$ cat src/rtl/sysmgr_pkg.sv
`default_nettype none
// ============================================================================
//  Module  : sysmgr_pkg
//  Purpose : Shared definitions for the clock-domain sequencer: FSM state
//            encoding and a ceiling-log2 helper for counter widths.
//  Rev     : 1.0  initial release
// ============================================================================
package sysmgr_pkg;

   // Sequencer FSM state encoding
   typedef logic [1:0] state_t;

   localparam state_t ST_WAIT_LOCK = 2'd0;
   localparam state_t ST_RELEASE   = 2'd1;
   localparam state_t ST_RUN       = 2'd2;

   // Ceiling log2 with a floor of 1 so that degenerate parameter values
   // (a ratio, length or count of 1) still yield a legal 1-bit counter.
   function automatic int clog2(input int value);
      int w;
      w = 0;
      while ((1 << w) < value) begin
         w = w + 1;
      end
      if (w < 1) begin
         w = 1;
      end
      return w;
   endfunction

endpackage : sysmgr_pkg
`default_nettype wire

$ cat src/rtl/sysmgr_lock_filt.sv
`default_nettype none
// ============================================================================
//  Module  : sysmgr_lock_filt
//  Purpose : Two-flop synchroniser for the raw PLL lock followed by a
//            saturating run-length filter. lock_ok is a registered flag that
//            says the synchronised lock has been high for LOCK_FILT
//            consecutive cycles.
//  Rev     : 1.0  initial release
// ============================================================================
module sysmgr_lock_filt
   import sysmgr_pkg::*;
#(
   parameter int LOCK_FILT = 8
) (
   input  logic clk,
   input  logic rst_n,
   input  logic pll_lock,
   input  logic clear,
   output logic lock_s,
   output logic lock_ok
);

   localparam int               FW       = clog2(LOCK_FILT);
   localparam logic [FW-1:0]    FILT_MAX = FW'(LOCK_FILT - 1);

   logic          sync_meta;
   logic [FW-1:0] filt;
   logic          filt_full;

   // Filter has seen the full run of consecutive lock-high cycles
   always_comb begin
      filt_full = lock_s && (filt == FILT_MAX);
   end

   // Metastability synchroniser: pll_lock is asynchronous to clk
   always_ff @(posedge clk) begin
      if (!rst_n) begin
         sync_meta <= 1'b0;
         lock_s    <= 1'b0;
      end else begin
         sync_meta <= pll_lock;
         lock_s    <= sync_meta;
      end
   end

   // Saturating run-length counter; any low cycle or a clear restarts it.
   // lock_ok is registered so the sequencer never sees a combinational path
   // from the counter compare.
   always_ff @(posedge clk) begin
      if (!rst_n) begin
         filt    <= '0;
         lock_ok <= 1'b0;
      end else begin
         if (clear || !lock_s) begin
            filt <= '0;
         end else if (filt != FILT_MAX) begin
            filt <= filt + FW'(1);
         end
         lock_ok <= !clear && filt_full;
      end
   end

endmodule : sysmgr_lock_filt
`default_nettype wire

$ cat src/rtl/sysmgr_seq.sv
`default_nettype none
// ============================================================================
//  Module  : sysmgr_seq
//  Purpose : Fast-clock sequencer. Generates a programmable-ratio,
//            programmable-phase slow-domain sync strobe, filters the PLL lock
//            and releases N_CH staged channel resets, each on a slow-clock
//            boundary. Lock loss or a soft reset re-runs the whole sequence.
//  Rev     : 1.0  initial release
// ============================================================================
module sysmgr_seq
   import sysmgr_pkg::*;
#(
   parameter int RATIO     = 4,
   parameter int PHASE     = 2,
   parameter int N_CH      = 3,
   parameter int STAGE_LEN = 16,
   parameter int LOCK_FILT = 8
) (
   input  logic                    clk,
   input  logic                    rst_n,
   input  logic                    pll_lock,
   input  logic                    soft_rst,
   output logic [clog2(RATIO)-1:0] phase,
   output logic                    sync,
   output logic [N_CH-1:0]         rst,
   output logic                    ready
);

   localparam int            PW       = clog2(RATIO);
   localparam int            SW       = clog2(STAGE_LEN);
   localparam int            CW       = clog2(N_CH);
   localparam logic [PW-1:0] PH_LAST  = PW'(RATIO - 1);
   localparam logic [PW-1:0] PH_SYNC  = PW'(PHASE);
   localparam logic [SW-1:0] STG_LAST = SW'(STAGE_LEN - 1);
   localparam logic [CW-1:0] CH_LAST  = CW'(N_CH - 1);

   logic            lock_s;
   logic            lock_ok;

   logic [PW-1:0]   phase_nxt;

   state_t          state;
   state_t          state_nxt;
   logic [SW-1:0]   stg;
   logic [SW-1:0]   stg_nxt;
   logic [CW-1:0]   ch;
   logic [CW-1:0]   ch_nxt;
   logic [N_CH-1:0] rst_nxt;
   logic            ready_nxt;

   logic            abort;
   logic            release_due;
   logic            last_ch;

   // ------------------------------------------------------------------------
   // Lock synchroniser and filter; soft reset restarts the filter run.
   // ------------------------------------------------------------------------
   sysmgr_lock_filt #(
      .LOCK_FILT (LOCK_FILT)
   ) u_lock_filt (
      .clk      (clk),
      .rst_n    (rst_n),
      .pll_lock (pll_lock),
      .clear    (soft_rst),
      .lock_s   (lock_s),
      .lock_ok  (lock_ok)
   );

   // ------------------------------------------------------------------------
   // Phase counter. Only rst_n clears it, so the slow-domain alignment
   // survives lock loss and soft reset.
   // ------------------------------------------------------------------------

   // Free-running 0..RATIO-1 wrap
   always_comb begin
      phase_nxt = (phase == PH_LAST) ? '0 : phase + PW'(1);
   end

   // Phase register and registered sync strobe aligned with phase == PHASE
   always_ff @(posedge clk) begin
      if (!rst_n) begin
         phase <= '0;
         sync  <= 1'b0;
      end else begin
         phase <= phase_nxt;
         sync  <= (phase_nxt == PH_SYNC);
      end
   end

   // ------------------------------------------------------------------------
   // Sequencer FSM
   // ------------------------------------------------------------------------

   // Shared decode: abort conditions and the release slot. Releasing on the
   // last phase makes the registered edge appear on the first cycle of
   // phase 0, i.e. on a slow-clock boundary.
   always_comb begin
      abort       = !lock_s || soft_rst;
      release_due = (stg == STG_LAST) && (phase == PH_LAST);
      last_ch     = (ch == CH_LAST);
   end

   // State register
   always_ff @(posedge clk) begin
      if (!rst_n) begin
         state <= ST_WAIT_LOCK;
      end else begin
         state <= state_nxt;
      end
   end

   // Next-state logic; abort wins over any release or transition
   always_comb begin
      state_nxt = state;
      case (state)
         ST_WAIT_LOCK: begin
            if (!soft_rst && lock_s && lock_ok) begin
               state_nxt = ST_RELEASE;
            end
         end
         ST_RELEASE: begin
            if (abort) begin
               state_nxt = ST_WAIT_LOCK;
            end else if (release_due && last_ch) begin
               state_nxt = ST_RUN;
            end
         end
         ST_RUN: begin
            if (abort) begin
               state_nxt = ST_WAIT_LOCK;
            end
         end
         default: begin
            state_nxt = ST_WAIT_LOCK;
         end
      endcase
   end

   // Output logic: next values of the channel resets, ready and stage counters
   always_comb begin
      rst_nxt   = rst;
      ready_nxt = ready;
      ch_nxt    = ch;
      stg_nxt   = stg;
      case (state)
         ST_WAIT_LOCK: begin
            rst_nxt   = '1;
            ready_nxt = 1'b0;
            ch_nxt    = '0;
            stg_nxt   = '0;
         end
         ST_RELEASE: begin
            ready_nxt = 1'b0;
            if (abort) begin
               rst_nxt = '1;
               ch_nxt  = '0;
               stg_nxt = '0;
            end else if (release_due) begin
               stg_nxt = '0;
               if (last_ch) begin
                  rst_nxt   = '0;
                  ready_nxt = 1'b1;
                  ch_nxt    = '0;
               end else begin
                  // bit 0 releases first; a zero shifts in from the bottom
                  rst_nxt = rst << 1;
                  ch_nxt  = ch + CW'(1);
               end
            end else if (stg != STG_LAST) begin
               stg_nxt = stg + SW'(1);
            end
         end
         ST_RUN: begin
            ch_nxt  = '0;
            stg_nxt = '0;
            if (abort) begin
               rst_nxt   = '1;
               ready_nxt = 1'b0;
            end else begin
               rst_nxt   = '0;
               ready_nxt = 1'b1;
            end
         end
         default: begin
            rst_nxt   = '1;
            ready_nxt = 1'b0;
            ch_nxt    = '0;
            stg_nxt   = '0;
         end
      endcase
   end

   // Registered channel resets, ready flag and stage/channel counters
   always_ff @(posedge clk) begin
      if (!rst_n) begin
         rst   <= '1;
         ready <= 1'b0;
         ch    <= '0;
         stg   <= '0;
      end else begin
         rst   <= rst_nxt;
         ready <= ready_nxt;
         ch    <= ch_nxt;
         stg   <= stg_nxt;
      end
   end

endmodule : sysmgr_seq
`default_nettype wire

$ cat config.mk
export PLATFORM = sky130hd
export DESIGN_NAME = sysmgr_seq
export DESIGN_NICKNAME = d
export VERILOG_FILES = /design/src/rtl/sysmgr_pkg.sv /design/src/rtl/sysmgr_lock_filt.sv /design/src/rtl/sysmgr_seq.sv
export SDC_FILE = /design/constraint.sdc
export NUM_CORES = 1
export LEC_CHECK = 0
export ABC_AREA = 1
export CAP_MARGIN = 30
export CORE_MARGIN = 2
export CORE_UTILIZATION = 57
export DETAILED_ROUTE_END_ITERATION = 6
export HOLD_SLACK_MARGIN = 0.03
export PLACE_DENSITY = 0.86
export SLEW_MARGIN = 40
export SYNTH_ARGS = -nofsm -noshare
export SYNTH_HDL_FRONTEND = slang
export SYNTH_SLANG_ARGS = --single-unit
$ cat constraint.sdc
create_clock -name clk -period 3.2 [get_ports clk]
set_clock_uncertainty 0.2 [all_clocks]
set_input_delay 0.48 -clock clk [delete_from_list [all_inputs] [get_ports clk]]
set_output_delay 0.48 -clock clk [all_outputs]
set_load 0.02 [all_outputs]
# Yosys cells after proc, flatten, opt, wreduce, memory -nomap -nowiden
# Index checks and enable logic that the tools add are counted.
# totals
word_cells	61
inputBits	4
out_inout_bits	7
ff_bits	21
# op_classes
add_sub_neg	4
n_reduce_logical	14
bitwise	2
muxes	17
n_eq_ne	13
# op_table
operator	count
2-to-1 mux 2 bit	6
2-to-1 mux 3 bit	4
inequality test 3 bit (second input constant)	3
== test 2 bit (second input constant)	4
logical AND 1 bit	6
case mux 2 bit (3 select lines)	1
case mux 3 bit (2 select lines)	1
adder 2 x 1 -> 2 bit (second input constant)	2
adder 4 x 1 -> 4 bit (second input constant)	1
== test 4 bit (second input constant)	1
2-to-1 mux 1 bit	4
inequality test 2 bit (second input constant)	2
inequality test 4 bit (second input constant)	1
OR reduction 4 bit	1
adder 3 x 1 -> 3 bit (second input constant)	1
== test 3 bit (second input constant)	1
AND reduction 3 bit	1
OR reduction 3 bit	1
== test 2 x 1 -> 1 bit (second input constant)	1
zero test 1 bit	2
zero test 2 bit	1
NOT 1 bit	2
case mux 1 bit (2 select lines)	1
OR reduction 2 bit	1
logical OR 1 bit	1

# Logic depth before layout (Yosys ltp)
# logic_depth
word_depth	6
ltp_mapped	9

# Hierarchy
# From an unflattened synthesis, not the netlist that was laid out.
# hier_totals
hier_cells	126
area_unflattened_um2	985.9
# modules_own_cells
module	area_each_um2	cells_per_inst	instances	seq_area_each_um2
sysmgr_seq	742.0	94	1	300.3
sysmgr_lock_filt	244.0	32	1	120.1

# Worst setup path before layout
# No wires, ideal clock.
# synth_timing
kind	reg-to-reg
start	register stg[0]
end	register rst[1]
slack_ns	1.792
path_stages_with_launch	9
arrival_ns	1.084
required_ns	2.876
path_cell_list	dfxtp_1 ha_1 nand2_2 nor2_4 nand2_2 nand2_2 inv_1 nand2_1 nand3_1
# synth_between
elab_chain_cells	3
# synth_lines
element	line_no	rtl
from (decl)	sysmgr_seq.sv:44	logic [SW-1:0] stg;
from (signal assigned)	sysmgr_seq.sv:204	stg <= stg_nxt;
== test 4 bit	sysmgr_seq.sv:99	release_due = (stg == STG_LAST) && (phase == PH_LAST);
logical AND 1 bit	sysmgr_seq.sv:99	
inequality test 3 bit (no line)	n/a	
to (signal assigned)	sysmgr_seq.sv:201	rst <= rst_nxt;
to (decl)	sysmgr_seq.sv:25	output logic [N_CH-1:0] rst,
# Every way passes these cells.
# A chain may end at the register's enable or synchronous reset.

# Worst setup path in the final report
# layout_timing
start	register phase[0]
end	output port phase[0]
# layout_rtl
element	line_no	rtl
from (decl)	sysmgr_seq.sv:23	output logic [clog2(RATIO)-1:0] phase,
from (signal assigned)	sysmgr_seq.sv:85	phase <= phase_nxt;
# No word-level cell between the ends.

==> impl_summary.md <==
Power
VDD sags by at most 0.000329 V. The power density normalized to cell area is roughly 390 nW/um2. The leakage power is ~0.48 nW.

Clocking
Counting the buffers created by CTS gives 3. The number of levels the H-tree was split into is 1. The tree is rooted in a sky130_fd_sc_hd__clkbuf_4. The clock passes through at most 2 buffers. Clock tree synthesis found a total of 21 sinks. The clock transition at the register clock pins on the worst setup and hold paths after CTS is about 0.11 ns.

The CTS tree is yes. The number of setup buffers added after CTS is 0. At the later pin of the worst-skew pair, clock insertion delay measures about 0.3 ns. After clock tree synthesis, the repair step resized 0 gates.

The quantity of hold-fixing buffers added after cts is 0.

Yosys
Counting distinct cell types in the post-synthesis netlist gives 21. The mean post-synth cell area is 7.96 um2. Sequential cells were found to cover between 40 and 50% of the synthesized design area. The area of the mapped netlist is 947 um2. The warning count from the yosys run is 0. The post-synth net total is roughly 130.

The top-area cell type share of the netlist area is 44.4%. In the post-synthesis netlist, the biggest area contributors are sky130_fd_sc_hd__dfxtp_1 44%, sky130_fd_sc_hd__ha_1 11%, sky130_fd_sc_hd__nand2_1 9.9%. Counting flops and latches in the post-synthesis netlist gives 21. The largest total area in the synthesized netlist belongs to sky130_fd_sc_hd__dfxtp_1. The gate count of the mapped netlist is 119.

Drt
After detailed routing, the number of vias per cell comes to roughly 5. The detail route stage leaves a number of antenna-violating nets equal to 0. Before antenna repair, the detailed router went through 6 iterations.

For this block, the initial DRC count from the detailed router was 15. The detailed-route DRC error count is 0. The detailed router placed between 700 and 800 vias in this run. In the final routed layout, each cell accounts on average for ~11 um. The sum of routed wire length over all layers is approximately 1.6 mm.

Worst setup path
The delay contributed by the slowest stage of the critical path is about 0.63 ns. The worst setup path is captured at an output port. The sort of element at the start of the critical path is a register.

Of all nets on the critical path, the largest fanout is 4. STA puts the critical path data arrival time at between 1 and 1.5 ns. The number of buffer and inverter stages on the critical path is 1. The slowest cell on the critical path is sky130_fd_sc_hd__clkdlybuf4s50_1. Data on the critical path is required at its endpoint by approximately 2.5 ns. Traced cell by cell, the critical path runs through clkdlybuf4s50_1. Grouping stages by cell kind, the critical path spends the most delay in buffers and inverters.

The worst setup path is of the reg -> out kind.

Floorplanning
The horizontal extent of the die is about 45 um. The number of primary I/O pins is 11. The area of the core is approximately 1500 um2. The floorplan step defined a die boundary enclosing about 2000 um2. The floorplan row count is 14. The die is between 40 and 50 um tall. Once the floorplan was initialized, standard cells occupied between 60 and 70% of the core.

Placed design
Timing analysis after detailed placement gives a worst setup slack of 1.20 ns. The routability-driven placement congestion ratio is ~0.81. The wire-length estimate of the detail-placed layout is approximately 1.3 mm. Input and output buffers added on the ports amount to 10.

GRT
The via count of the first global-routing pass came to 694. The aggregate global routing overflow is 0. The largest net degree at the start of global routing is 13.

The global router's overall resource usage is between 10% and 20%. The global-route wire length before repair is 2.77 mm. The initial antenna violation count was 0.

STA
The worst path in the final design needs a cycle of just over 2 ns, including I/O delays and setup. The remaining max-slew budget at the tightest pin is between 80% and 90%. The setup-violating endpoint count in the final report is 0.

The aggregate negative setup slack is 0 ns. The slew at the pin with the worst max-slew slack is between 0.2 and 0.25 ns. The setup slack of the critical path after layout is roughly 1.2 ns. The worst path uses between 60% and 70% of the clock period. Based on the critical path, the design can be clocked at up to approximately 0.50 GHz. Setup repair after global routing left no endpoint under its margin. The count of pins over their slew limit is 0.

The count of final hold-check violations came to 0.

Flow run
The count of maximum capacitance violations is 0.

Status
The run finished with clean final reports.

Hold path
The worst hold path belongs to the class reg -> reg.

Layout
The number of antenna diodes in the final layout is 0. For this run, the post-layout net count is ~150. The most common library cell in the layout ignoring fill and taps is sky130_fd_sc_hd__nand2_1. The fraction of final layout cells sized beyond drive strength 1 is 13.5%. The layout-stage area growth over the synthesis result is 15.6%. Leaving out fill and tap cells, the most frequent cells in the layout are 25 x sky130_fd_sc_hd__nand2_1, 21 x sky130_fd_sc_hd__dfxtp_1, 18 x sky130_fd_sc_hd__inv_1, 13 x sky130_fd_sc_hd__nor2_1, 10 x sky130_fd_sc_hd__clkdlybuf4s50_1.
==> registers in the layout, summed over array words and instances, names as in the netlist <==
register / flops
state: 2
u_lock_filt.lock_s: 1
rst: 3
sync: 1
ch: 2
u_lock_filt.sync_meta: 1
phase: 2
stg: 4
u_lock_filt.lock_ok: 1
ready: 1
u_lock_filt.filt: 3
==> per-layer routing <==
| metal | part of all wire [%] | track usage, % | vias up |
|---|---|---|---|
| met5 | 0 | 0 | - |
| met4 | 1.2 | 10.9 | 0 |
| met3 | 4.0 | 5.20 | 4 |
| met2 | 54 | 34.8 | 14 |
| met1 | 41 | 20.8 | 332 |
| li1 | - | - | 400 |
==> synthesized netlist by cell type, drive strengths merged <==
library cell	count
nor2	16
nor3	2
nand4	2
nand3	6
ha	8
inv	19
a21boi	1
a21oi	9
nand2	30
o21ai	3
xor2	1
or2	1
dfxtp	21
==> cells by family after synthesis <==
group / synth area share (%)
compound gates: 7.93
xor+xnor: 0.925
fa+ha+maj: 10.6
buf+inv: 7.53
flops: 44.4
simple gates: 28.7
==> cell type report <==
cell class              count  area [um2]
flip-flops and latches     21         420
fillers                   113         429
multi-input cells          79         455
clock buffers               3        22.5
clock inverters             1        5.00
well taps                  16        20.0
repair buffers             10         100
inverters                  19        71.3
==> worst paths after layout <==
| kind | depth (start not counted) | slack (ns) | endpoint | startpoint |
|---|---|---|---|---|
| setup / recovery | 1 | 1.18 | phase[0] | phase[0] |
| hold / removal | 2 | 0.24 | u_lock_filt.lock_s | u_lock_filt.sync_meta |
| setup reg to reg | 8 | 1.63 | rst[1] | stg[0] |
| hold reg to reg | 2 | 0.24 | u_lock_filt.lock_s | u_lock_filt.sync_meta |
==> per-stage QoR <==
stage / cells / power [mW] / hold WS (ns) / utilization (%) / area, um2
3_3_place_gp: 145 / 0.305 / 0.215 / 70.0 / 1070
3_5_place_dp: 145 / 0.306 / 0.220 / 70.0 / 1070
6_report: 149 / 0.425 / 0.239 / 71.8 / 1090
4_1_cts: 149 / 0.433 / 0.246 / 71.8 / 1090
5_1_grt: 149 / 0.444 / 0.258 / 71.8 / 1090
2_1_floorplan: 119 / 0.290 / 0.190 / - / 947
==> power breakdown <==
group / internal, mW / leakage, nW / switching, mW
sequential: 0.267 / 0.170 / 0.00382
clock: 0.0467 / 0.0177 / 0.0791
combinational: 0.0141 / 0.289 / 0.0148
total: 0.328 / 0.477 / 0.0978
(Power assumes the default switching activity.)
